$ cat src/rtl/tm_cpu_token_gen.sv
// Timing-model side of the FM<->TM token protocol: round-robin TM->FM token issue with per-thread
// quantum budgets and a global barrier. Optional per-thread perf counters under TM_PERF_CNT_EN.

package tm_cpu_token_pkg;
    localparam int NTHREADIDMSB = 2;
    localparam int NTHREADS     = 1 << (NTHREADIDMSB + 1);

    typedef logic [NTHREADIDMSB:0] tid_t;

    typedef enum logic [2:0] {
        tm_dbg_nop          = 3'd0,
        tm_dbg_start        = 3'd1,
        tm_dbg_stop         = 3'd2,
        tm_dbg_select_start = 3'd3,
        tm_dbg_select_stop  = 3'd4
    } tm_dbg_ctrl_type;

    typedef struct packed {
        tid_t            threads_total;
        tid_t            threads_active;
        tm_dbg_ctrl_type tm_dbg_ctrl;
    } dma_tm_ctrl_type;

    typedef struct packed {
        tid_t        tid;
        logic        valid;
        logic        run;
        logic        replay;
        logic        retired;
        logic [31:0] inst;
        logic [31:0] paddr;
        logic [31:0] npc;
    } tm_cpu_ctrl_token_type;

    typedef struct packed {
        logic valid;
        logic run;
        tid_t tid;
        logic running;
    } tm2cpu_token_type;
endpackage

// state    | meaning
// ST_IDLE  | stopped, no tokens emitted, waiting for a start command
// ST_RUN   | issuing run tokens to threads with budget and no token in flight
// ST_SYNC  | quantum barrier: all budgets spent, waiting for in-flight tokens to return
// ST_DRAIN | stop requested: waiting for in-flight tokens, then back to idle
module tm_cpu_token_gen
    import tm_cpu_token_pkg::*;
#(
    parameter int QUANTUM = 64,
    parameter int CNTW    = 16,
    parameter int GCNTW   = 48
) (
    input  logic                  gclk,
    input  logic                  rstn,
    input  dma_tm_ctrl_type       dma_ctrl,
    input  tm_cpu_ctrl_token_type fm_tok,
    output tm2cpu_token_type      tm_tok,
    output logic [GCNTW-1:0]      target_cycle,
    output logic                  busy
`ifdef TM_PERF_CNT_EN
    ,
    input  tid_t                  perf_tid,
    output logic [31:0]           perf_retired,
    output logic [31:0]           perf_replay
`endif
);

    typedef enum logic [1:0] {
        ST_IDLE,
        ST_RUN,
        ST_SYNC,
        ST_DRAIN
    } state_t;

    localparam logic [CNTW-1:0]  QLOAD = CNTW'(QUANTUM);
    localparam logic [GCNTW-1:0] GSTEP = GCNTW'(QUANTUM);

    state_t              state;
    tid_t                rr_tid;
    logic [NTHREADS-1:0] en;
    logic [NTHREADS-1:0] out;
    logic [CNTW-1:0]     budget [NTHREADS];

    logic [NTHREADS-1:0] range_mask;
    logic [NTHREADS-1:0] sel_mask;
    logic [NTHREADS-1:0] budget_zero;
    logic [NTHREADS-1:0] issue_mask;
    logic [NTHREADS-1:0] ret_mask;
    logic [NTHREADS-1:0] en_live;
    logic [NTHREADS-1:0] en_nxt;
    logic [NTHREADS-1:0] out_nxt;
    logic                issue;
    logic                ret_ok;
    logic                any_en;
    logic                quantum_done;
    logic                all_idle;
    logic                cmd_start;
    logic                cmd_stop;
    logic                cmd_sel_start;
    logic                cmd_sel_stop;
    tid_t                rr_next;
    logic                unused_fm_bits;

    assign cmd_start     = (dma_ctrl.tm_dbg_ctrl == tm_dbg_start);
    assign cmd_stop      = (dma_ctrl.tm_dbg_ctrl == tm_dbg_stop);
    assign cmd_sel_start = (dma_ctrl.tm_dbg_ctrl == tm_dbg_select_start);
    assign cmd_sel_stop  = (dma_ctrl.tm_dbg_ctrl == tm_dbg_select_stop);

    assign issue  = (state == ST_RUN) && (rr_tid <= dma_ctrl.threads_total) &&
                    en[rr_tid] && (budget[rr_tid] != '0) && !out[rr_tid];
    assign ret_ok = fm_tok.valid && (fm_tok.tid <= dma_ctrl.threads_total);

    always_comb begin
        range_mask  = '0;
        sel_mask    = '0;
        budget_zero = '0;
        issue_mask  = '0;
        ret_mask    = '0;
        for (int t = 0; t < NTHREADS; t++) begin
            range_mask[t]  = (tid_t'(t) <= dma_ctrl.threads_total);
            sel_mask[t]    = (tid_t'(t) == dma_ctrl.threads_active);
            budget_zero[t] = (budget[t] == '0);
            issue_mask[t]  = issue && (tid_t'(t) == rr_tid);
            ret_mask[t]    = ret_ok && (tid_t'(t) == fm_tok.tid);
        end
    end

    assign en_live      = en & range_mask;
    assign any_en       = |en_live;
    assign quantum_done = &(~en_live | budget_zero);
    assign all_idle     = ~|out;
    assign rr_next      = (rr_tid >= dma_ctrl.threads_total) ? '0 : rr_tid + tid_t'(1);

    // An issue and a return for the same tid in one cycle leaves the token in flight.
    assign out_nxt = (out & ~ret_mask) | issue_mask;

    always_comb begin
        en_nxt = en;
        if (state == ST_IDLE) begin
            if (cmd_start) begin
                en_nxt = range_mask;
            end else if (cmd_sel_start) begin
                en_nxt = sel_mask;
            end
        end else if (cmd_sel_start) begin
            en_nxt = en | sel_mask;
        end
        if (cmd_sel_stop) begin
            en_nxt = en_nxt & ~sel_mask;
        end
        if (state == ST_DRAIN && all_idle) begin
            en_nxt = '0;
        end
    end

    always_ff @(posedge gclk or negedge rstn) begin
        if (!rstn) begin
            state        <= ST_IDLE;
            tm_tok       <= '0;
            target_cycle <= '0;
            rr_tid       <= '0;
            en           <= '0;
            out          <= '0;
            for (int t = 0; t < NTHREADS; t++) begin
                budget[t] <= '0;
            end
        end else begin
            en  <= en_nxt;
            out <= out_nxt;
            case (state)
                ST_IDLE: begin
                    tm_tok <= '0;
                    if (cmd_start || cmd_sel_start) begin
                        for (int t = 0; t < NTHREADS; t++) begin
                            budget[t] <= QLOAD;
                        end
                        rr_tid <= '0;
                        state  <= ST_RUN;
                    end
                end
                ST_RUN: begin
                    tm_tok.valid   <= 1'b1;
                    tm_tok.run     <= issue;
                    tm_tok.tid     <= rr_tid;
                    tm_tok.running <= 1'b1;
                    rr_tid         <= rr_next;
                    if (issue) begin
                        budget[rr_tid] <= budget[rr_tid] - CNTW'(1);
                    end
                    if (cmd_stop) begin
                        state <= ST_DRAIN;
                    end else if (!any_en) begin
                        state <= ST_IDLE;
                    end else if (quantum_done) begin
                        state <= ST_SYNC;
                    end
                end
                ST_SYNC: begin
                    tm_tok.valid   <= 1'b1;
                    tm_tok.run     <= 1'b0;
                    tm_tok.tid     <= rr_tid;
                    tm_tok.running <= 1'b1;
                    rr_tid         <= rr_next;
                    if (cmd_stop) begin
                        state <= ST_DRAIN;
                    end else if (all_idle) begin
                        for (int t = 0; t < NTHREADS; t++) begin
                            budget[t] <= QLOAD;
                        end
                        target_cycle <= target_cycle + GSTEP;
                        state        <= ST_RUN;
                    end
                end
                ST_DRAIN: begin
                    tm_tok.valid   <= 1'b1;
                    tm_tok.run     <= 1'b0;
                    tm_tok.tid     <= rr_tid;
                    tm_tok.running <= 1'b1;
                    rr_tid         <= rr_next;
                    if (all_idle) begin
                        state <= ST_IDLE;
                    end
                end
                default: state <= ST_IDLE;
            endcase
        end
    end

    assign busy = (state != ST_IDLE);

`ifdef TM_PERF_CNT_EN
    logic [31:0] retired_cnt [NTHREADS];
    logic [31:0] replay_cnt  [NTHREADS];

    always_ff @(posedge gclk or negedge rstn) begin
        if (!rstn) begin
            for (int t = 0; t < NTHREADS; t++) begin
                retired_cnt[t] <= '0;
                replay_cnt[t]  <= '0;
            end
        end else if (ret_ok && fm_tok.run) begin
            if (fm_tok.replay) begin
                replay_cnt[fm_tok.tid] <= replay_cnt[fm_tok.tid] + 32'd1;
            end else begin
                retired_cnt[fm_tok.tid] <= retired_cnt[fm_tok.tid] + 32'd1;
            end
        end
    end

    assign perf_retired   = retired_cnt[perf_tid];
    assign perf_replay    = replay_cnt[perf_tid];
    assign unused_fm_bits = ^{fm_tok.retired, fm_tok.inst, fm_tok.paddr, fm_tok.npc};
`else
    // Without perf counters only valid/tid of a returning token matter.
    assign unused_fm_bits = ^{fm_tok.run, fm_tok.replay, fm_tok.retired,
                              fm_tok.inst, fm_tok.paddr, fm_tok.npc};
`endif

endmodule

$ cat config.mk
export PLATFORM = sky130hd
export DESIGN_NAME = tm_cpu_token_gen
export DESIGN_NICKNAME = d
export VERILOG_FILES = /design/src/rtl/tm_cpu_token_gen.sv
export SDC_FILE = /design/constraint.sdc
export NUM_CORES = 1
export LEC_CHECK = 0
export ABC_AREA = 1
export CORE_MARGIN = 5
export CORE_UTILIZATION = 61
export CTS_BUF_LIST = sky130_fd_sc_hd__clkbuf_8
export DETAILED_ROUTE_END_ITERATION = 6
export GPL_ROUTABILITY_DRIVEN = 0
export PLACE_DENSITY = 0.95
export SLEW_MARGIN = 40
export SYNTH_ARGS = -nofsm -noshare
export SYNTH_HDL_FRONTEND = slang
export SYNTH_SLANG_ARGS = --single-unit
$ cat constraint.sdc
create_clock -name gclk -period 4.9 [get_ports gclk]
set_input_delay 0.735 -clock gclk [delete_from_list [all_inputs] [get_ports gclk]]
set_output_delay 0.735 -clock gclk [all_outputs]
set_load 0.005 [all_outputs]
# [After elaboration in Yosys (flattened, before gate mapping)]
# Cells that the tools add are included.
[totals] register_bits=203 inputBits=114 output_inout_bits=55 wordCells=163
[op_classes] n_addsub=3 order_cmp=14 n_eq_ne=35 mux=33 n_bitwise=12 reduce_logical=49
[ops] op="$mux W128" count=4
[ops] op="$pmux W128 S3" count=1
[ops] op="$bwmux W128" count=1
[ops] op="$logic_not A16 Y1" count=8
[ops] op="$add A48 B7 Y48 const B" count=1
[ops] op="$bmux W16 S3" count=1
[ops] op="$demux W16 S3" count=1
[ops] op="$mux W16" count=3
[ops] op="$mux W8" count=6
[ops] op="$eq A3 B3 Y1 const A" count=12
[ops] op="$and A8 B8 Y8" count=3
[ops] op="$not A8 Y8" count=3
[ops] op="$or A8 B8 Y8" count=3
[ops] op="$logic_and A1 B1 Y1" count=23
[ops] op="$eq A2 B3 Y1 const A" count=6
[ops] op="$pmux W6 S3" count=1
[ops] op="$reduce_bool A16 Y1" count=1
[ops] op="$reduce_or A8 Y1" count=2
[ops] op="$sub A16 B1 Y16 const B" count=1
[ops] op="$mux W2" count=7
[ops] op="$le A3 B3 Y1 const A" count=4
[ops] op="$eq A1 B3 Y1 const A" count=3
[ops] op="$logic_not A3 Y1" count=3
[ops] op="$ne A2 B2 Y1 const B" count=4
[ops] op="34 further kinds" count=44

# [Logic depth before layout (Yosys ltp)]
# Gate-level depths: netlist of the first run.
[logic_depth] word_depth=9 mapped_depth=22 mapped_depth_nobuf=16

# [Worst setup path after synthesis of the first run]
# OpenSTA, ideal clock, no wires.
[synth_path] path_kind="register to register" from="register rr_tid[0]" to="register budget[104] in the netlist's numbering" setup_time_ns=0.066 arrival_time_ns=2.775 required_time_ns=4.834 setup_slack_ns=2.059 path_stages_with_launch=21 path_buffers=6 period_less_slack_ns=2.841 cell_sequence="dfrtp_1 buf_2 buf_6 buf_6 buf_2 o21ai_0 nand2_1 nand2_1 nand2_1 nand2_1 clkinv_1 ha_1 inv_1 nor2_1 nand2_1 o21ai_2 buf_4 nor3_2 buf_2 nand2_1 nand2_1"
[synth_via] elab_chain_cells=9
[synth_lines] item="from (decl)" line_no="81" rtl="tid_t rr_tid;"
[synth_lines] item="from (signal assigned)" line_no="188" rtl="rr_tid <= rr_next;"
[synth_lines] item="from (signal assigned)" line_no="205" rtl="rr_tid <= rr_next;"
[synth_lines] item="from (signal assigned)" line_no="221" rtl="rr_tid <= rr_next;"
[synth_lines] item="branches (longest 9 deep; another with $sub A16 B1 Y16)"
[synth_lines] item="to (signal, indexed assignment)" line_no="190" rtl="budget[rr_tid] <= budget[rr_tid] - CNTW'(1);"
[synth_lines] item="to (decl)" line_no="84" rtl="logic [CNTW-1:0] budget [NTHREADS];"
# Parallel ways; which one is timed is not known. The select of a mux whose other input is x is not followed.
# A chain may end at the register's enable or synchronous reset.

# [Worst setup path in the final report of the first run]
[layout_path] from="register rr_tid[0]" to="register budget[120] in the netlist's numbering"
# Same word-level chain as after synthesis.

==> summary.txt, run 1 <==
Hold path
  – HP Class: in -> async

Synthesis
  – Warnings from Yosys: 0
  – Synth area leader: dfrtp_1
  – Synthesized area: between 0.01 and 0.015 mm2
  – FF+latch count, synth: around 200
  – Sequential fraction of the synthesis area: ~44%
  – Avg Inst Size Synth: about 7 um2
  – Most used DFF post-synth: dfrtp_1
  – Synth unique cells: 39
  – Synthesized instance count: about 1600
  – Synth area leaders: dfrtp_1, nand2_1, inv_1, nand3_1, nor2_1
  – Post-synth EDFFs: 0
  – Synth async-reset ratio: 100%
  – Area share of the largest cell type after synthesis: 44.5%

Timing
  – Slew @ Worst Pin: ~900 ps
  – Post-layout minimum cycle time: 4380 ps
  – Final hold slack: 173 ps
  – RSZ-0062 raised after global routing: no
  – Final critical-path share of the clock period: 89.5%
  – Worst Clk Skew: ~17 ps
  – Slew headroom: around two fifths
  – Pins Over Slew Limit: 0
  – Final hold vios: 0
  – Endpoints failing setup: 0
  – Max Fclk: 0.228 GHz
  – TNS Setup: 0 ps

Clock tree
  – Post-CTS Resized: 0
  – CTS tree: built
  – CTS Buf Count: 17
  – Clock transition at path regs: roughly 100 ps
  – Worst skew pair latency: 490 ps
  – CTS Sinks: slightly below 200
  – H-Tree Depth: 4
  – Setup Buffers After CTS: 0
  – CTS Hold Bufs: 0
  – Clk buf depth: 2
  – Root Driver: clkbuf_8

Die
  – Initial Util: 61.6%
  – Die H: about 140 um
  – Std cell rows: slightly below 50
  – Die Area: 0.0209 mm2
  – Die width: 144 um
  – Core ar.: roughly 0.018 mm2
  – Io pins: approximately 170

Critical path
  – CP max stage cell: dfrtp_2
  – Crit path buffers/inverters: 2
  – CP Capture Type: register
  – WP data arrival: 4810 ps
  – Critical Path RT: between 5000 and 6000 ps
  – R2r startpoint: rr_tid[0]
  – R2R cell count: 14
  – Worst setup SP type: register
  – CP max FO: 44
  – Worst path top cell family by delay: simple AND/OR/NAND/NOR gates
  – Most used cell along the critical path: nand2_1
  – CP Cell Sequence: inv_2, buf_4, nand2_1, nand3_1, nand2_1, nor2_1, nand2_1, nor2_1, nand2_1, o21ai_2, nand2_2, nand3_1, nand2_1, nand2_1
  – FF-to-FF setup slack: a little over 500 ps
  – CP Class: reg -> reg
  – Largest stage delay on the critical path: 680 ps
  – R2R Path End: budget[120]

Global routing
  – All-Layer GR Usage: between 20% and 30%
  – Total grt overflow: 0
  – First-pass GRT wire length: between 50000 and 60000 um
  – Vias in the first global route: around 10000
  – Initial antenna violation count: 0
  – Largest net degree at the start of global routing: 117

Routing
  – First-pass iteration count of the detailed router: 7
  – Vias/cell: roughly 6
  – DR DRC count: 6
  – Routed WL: approximately 30000 um
  – Remaining antenna violation count: 0
  – Routed length per instance: approximately 16 um
  – Via count: about 11000
  – Iteration-0 DRC Markers: between 1000 and 1500

Job
  – Max-Cap Viols: 0

Final layout
  – Layout net count: around 1700
  – Commonest non-fill, non-tap cells in the layout: nand2_1, dfrtp_1, inv_1
  – N_diodes: 0
  – Most common cell after layout, fill and taps aside: nand2_1
  – Layout cells sized above 1: between 4 and 5%
  – Layout area overhead: 10.8%
  – Fill cell count: between 1000 and 1500

Place
  – Dpl hpwl: between 20000 and 25000 um
  – Port bufs: 63

Status
  – Status: complete, but fails checks
  – Violated checks: DRC

Pwr
  – Power per Cell Area: ~580 mW/mm2
  – Worst vdd ir: ~0.00048 V
  – Leakage power: ~6.5 nW
  – Total power: between 0.007 and 0.008 W
## cell families after synthesis
kind of cell             Yosys count  share of synthesized area, %
AO/OA/AOI/OAI                     70                          3.87
XOR/XNOR                          53                          4.28
adder cells (fa/ha/maj)           14                          1.59
buffers and inverters            231                          8.85
flip-flops                       196                          44.5
other                              1                        0.0340
AND/OR/NAND/NOR                  990                          36.9
## through the flow
stage | worst slack (ps) | instance area, um2 | std cells | utilization, %
2_1_floorplan | 2060 | 11000 | 1560 | -
3_3_place_gp | 957 | 11800 | 1821 | 66.0
3_5_place_dp | 808 | 11800 | 1821 | 66.1
4_1_cts | 741 | 12200 | 1853 | 68.1
5_1_grt | 321 | 12200 | 1853 | 68.3
6_report | 517 | 12200 | 1853 | 68.3
## how the worst max path moves through the flow
stage | endpoint | slack (ps) | start | cells past startpoint
2_1_floorplan | budget[104] | 2060 | rr_tid[0] | 20
3_3_place_gp | budget[85] | 960 | dma_ctrl[8] | 13
3_5_place_dp | budget[120] | 810 | rr_tid[0] | 14
4_1_cts | budget[94] | 740 | rr_tid[0] | 14
5_1_grt | budget[123] | 320 | rr_tid[0] | 14
6_report | budget[120] | 520 | rr_tid[0] | 14
## report_power, final
part / internal (W) / switching (W) / total, W
registers: 0.00188 / 0.000279 / 0.00216
logic: 0.00101 / 0.00288 / 0.00390
clock network: 0.000362 / 0.000625 / 0.000987
## synthesized netlist by cell type (2+ instances only)
cell type    n
nor2_2       2
dfrtp_1    196
o21ai_0     30
a31oi_1      2
buf_4       14
a221oi_1     2
o22ai_1     12
ha_1        14
nand3_1    100
buf_2       27
nor3_2       6
a2111oi_0    2
nand3_2      2
a211oi_1     5
clkbuf_1     4
xor2_1      33
inv_1      178
o211ai_1     2
nand2_1    668
nand4_1     29
a21oi_1      5
nor3_1      31
inv_2        3
clkinv_1     2
nor4_1      19
buf_6        3
nor2_1     127
or2_2        4
xnor2_1     19
o31ai_1      5
## cell type report
class | count | area, um2 | share of cell area (%)
multi-input cells | 1133 | 5210 | 42.6
flip-flops and latches | 196 | 4910 | 40.1
repair buffers | 80 | 773 | 6.33
inverters | 183 | 687 | 5.62
well taps | 229 | 287 | 2.34
clock buffers | 17 | 234 | 1.91
clock inverters | 15 | 124 | 1.01
## registers in the layout (all words and copies together), names as in the netlist
name,cells
target_cycle,42
rr_tid,3
tm_tok,5
out,8
budget,128
state,2
en,8
## metal layers
layer / vias to the layer above / part of all wire, % / GRT usage, %
met5: - / 0 / 0
met4: 0 / 4.0 / 13.8
met3: 133 / 12 / 8.27
met2: 726 / 46 / 48.1
met1: 5034 / 38 / 38.0
li1: 4949 / - / -
Note: power is estimated with default switching activity, not from simulation.
==> inputs of run 2 (changes only) <==
Settings changed: SKIP_LAST_GASP from default to 1.
==> results of run 2 <==
Final layout, timing and power as in run 1 (identical DEF).
==> inputs of run 3 (changes only) <==
Settings changed: CORE_UTILIZATION 61 to 56, PLACE_DENSITY 0.95 to 0.88.
Clock period 4.9 ns to 4.5 ns, I/O delays scaled along.
==> summary.txt, run 3 (synthesized netlist as in run 1, its figures left out) <==
Final layout
  – Final std cells w/o fill: 1901 (+2.6%)
  – Commonest non-fill, non-tap cells in the layout: nand2_1, dfrtp_1, inv_1
  – Layout cells sized above 1: 5.38% (+0.64 points)
  – Largest register FFs: 128 (unchanged)
  – Final Cell Area: 0.0124 mm2 (+1.5%)
  – N_diodes: 0 (unchanged)
  – Register with the most flip-flops: budget
  – Layout net count: 1751 (+0.69%)
  – Most common cell after layout, fill and taps aside: nand2_1
  – Util after Layout: 63.9% (-4.3 points)
  – Biggest regs: budget (128), target_cycle (42)
  – Layout area overhead: 12.4%

Timing
  – TNS Setup: 0 ps (unchanged)
  – Worst Clk Skew: 14.4 ps (-3.02 ps)
  – Slew headroom: 42.4% (+2.3 points)
  – Final hold vios: 0 (unchanged)
  – Slew @ Worst Pin: 861 ps (-31.3 ps)
  – Endpoints failing setup: 0 (unchanged)
  – Post-layout minimum cycle time: 3710 ps (-669 ps)
  – Max Fclk: 0.269 GHz (+18%)
  – RSZ-0062 raised after global routing: no
  – Final critical-path share of the clock period: 82.5% (-6.9 points)
  – Pins Over Slew Limit: 0 (unchanged)

Routing
  – Via count: 10500 (-3.2%)
  – DR DRC count: 5 (-1)
  – First-pass iteration count of the detailed router: 7 (unchanged)
  – Routed length per instance: 15.5 um (-5.1%)
  – Remaining antenna violation count: 0 (unchanged)
  – Iteration-0 DRC Markers: 1089 (-19%)
  – Vias/cell: 5.52 (-5.7%)
  – Routed WL: 29400 um (-2.7%)

Die
  – Core ar.: 0.0194 mm2 (+8.4%)
  – Io pins: 169 (unchanged)
  – Std cell rows: 51 (+4.1%)
  – Die H: 150 um (+4.1%)
  – Die width: 150 um (+4.1%)
  – Die Area: 0.0226 mm2 (+8.3%)
  – Initial Util: 56.8% (-4.8 points)

Critical path
  – R2R Path End: budget[103]
  – R2r startpoint: rr_tid[1]
  – WP data arrival: 4110 ps (-700 ps)
  – Critical Path RT: 4900 ps (-420 ps)
  – Worst setup SP type: register
  – CP Class: reg -> reg
  – CP Capture Type: register
  – FF-to-FF setup slack: 790 ps (+270 ps)
  – CP Launch Point: rr_tid[1]
  – CP max FO: 18 (-59%)
  – R2R cell count: 14 (unchanged)
  – CP Capture Point: budget[103]

Clock tree
  – CTS Sinks: 196 (unchanged)
  – CTS Buf Count: 17 (unchanged)
  – CTS tree: built
  – CTS Hold Bufs: 0 (unchanged)
  – Clk buf depth: 2 (unchanged)
  – H-Tree Depth: 4 (unchanged)
  – Clock transition at path regs: 110 ps (about the same)
  – Setup Buffers After CTS: 0 (unchanged)
  – Post-CTS Resized: 0 (unchanged)
  – Root Driver: clkbuf_8
  – Worst skew pair latency: 500 ps (about the same)

Place
  – Placed cell areas: 0.0120 mm2 (+1.3%)
  – Dpl hpwl: 21300 um (-1.7%)
  – Placed cell count: 1869 (+2.6%)
  – Port bufs: 63 (unchanged)

Global routing
  – All-Layer GR Usage: 26.9% (-3.1 points)
  – Vias in the first global route: 9942 (-4.3%)
  – Largest net degree at the start of global routing: 126 (+7.7%)
  – First-pass GRT wire length: 48500 um (-3.4%)
  – Total grt overflow: 0 (unchanged)
  – Initial antenna violation count: 0 (unchanged)

Pwr
  – Worst vdd ir: 0.000368 V (-23%)
  – Leakage power: 6.62 nW (+1.3%)
  – Power per Cell Area: 629 mW/mm2 (+9.0%)

Status
  – Violated checks: DRC
  – Status: complete, but fails checks

Job
  – Max-Cap Viols: 0 (unchanged)

Hold path
  – HP Class: in -> async
-- run 3: cell count changes in the layout (fill, tap and decap cells not counted), sizes merged --
cell,delta
buf,+12
inv,+6
clkinv,-3
clkinvlp,-3
-- run 3: area by class of cell --
cell class	count	area [um2]
clock buffers	17	234
clock inverters	15	153
fillers	1621	7000
inverters	183	687
multi-input cells	1133	5200
flip-flops and latches	196	4910
well taps	265	332
repair buffers	92	888
-- run 3: metrics by stage --
| step | power [W] | hold slack [ps] | setup WS, ps |
|---|---|---|---|
| 2_1_floorplan | 0.00508 | 379 | 1660 |
| 3_3_place_gp | 0.00634 | 454 | 892 |
| 3_5_place_dp | 0.00651 | 458 | 779 |
| 4_1_cts | 0.00765 | 182 | 875 |
| 5_1_grt | 0.00831 | 165 | 585 |
| 6_report | 0.00780 | 109 | 786 |
-- run 3: metal layers --
layer  global-route usage [%]  up-vias  part of all wire (%)
met5                        0        -                     0
met4                     8.92        0                   2.6
met3                     6.47       68                    10
met2                     42.8      569                    47
met1                     36.5     4871                    40
li1                         -     4982                     -
-- run 3: worst min-delay path by stage --
stage	startpoint	to	slack [ps]	cells after the start
finish	rstn	tm_tok[3]	110	1
global route	rstn	out[3]	160	1
CTS	rstn	tm_tok[3]	180	1
detailed placement	budget[119]	budget[119]	460	2
global placement	budget[16]	budget[16]	450	2
floorplan	rstn	budget[0]	380	0
-- run 3: power breakdown --
part	leakage (nW)	internal, W	switching (W)
combinational	3.78	0.00123	0.00310
clock	0.196	0.000419	0.000725
sequential	2.64	0.00205	0.000280
total	6.62	0.00370	0.00410
-- run 3: critical path: stages (launching register included) --
cell	delay, ps
dfrtp_1	640
inv_2	210
nor2_2	660
o211ai_1	200
nand2_1	140
nor2_1	60
ha_1	200
inv_1	100
nor2_1	80
nand2_1	90
o21ai_2	70
nand2_2	270
nand3_1	560
nand2_1	240
nand2_1	70
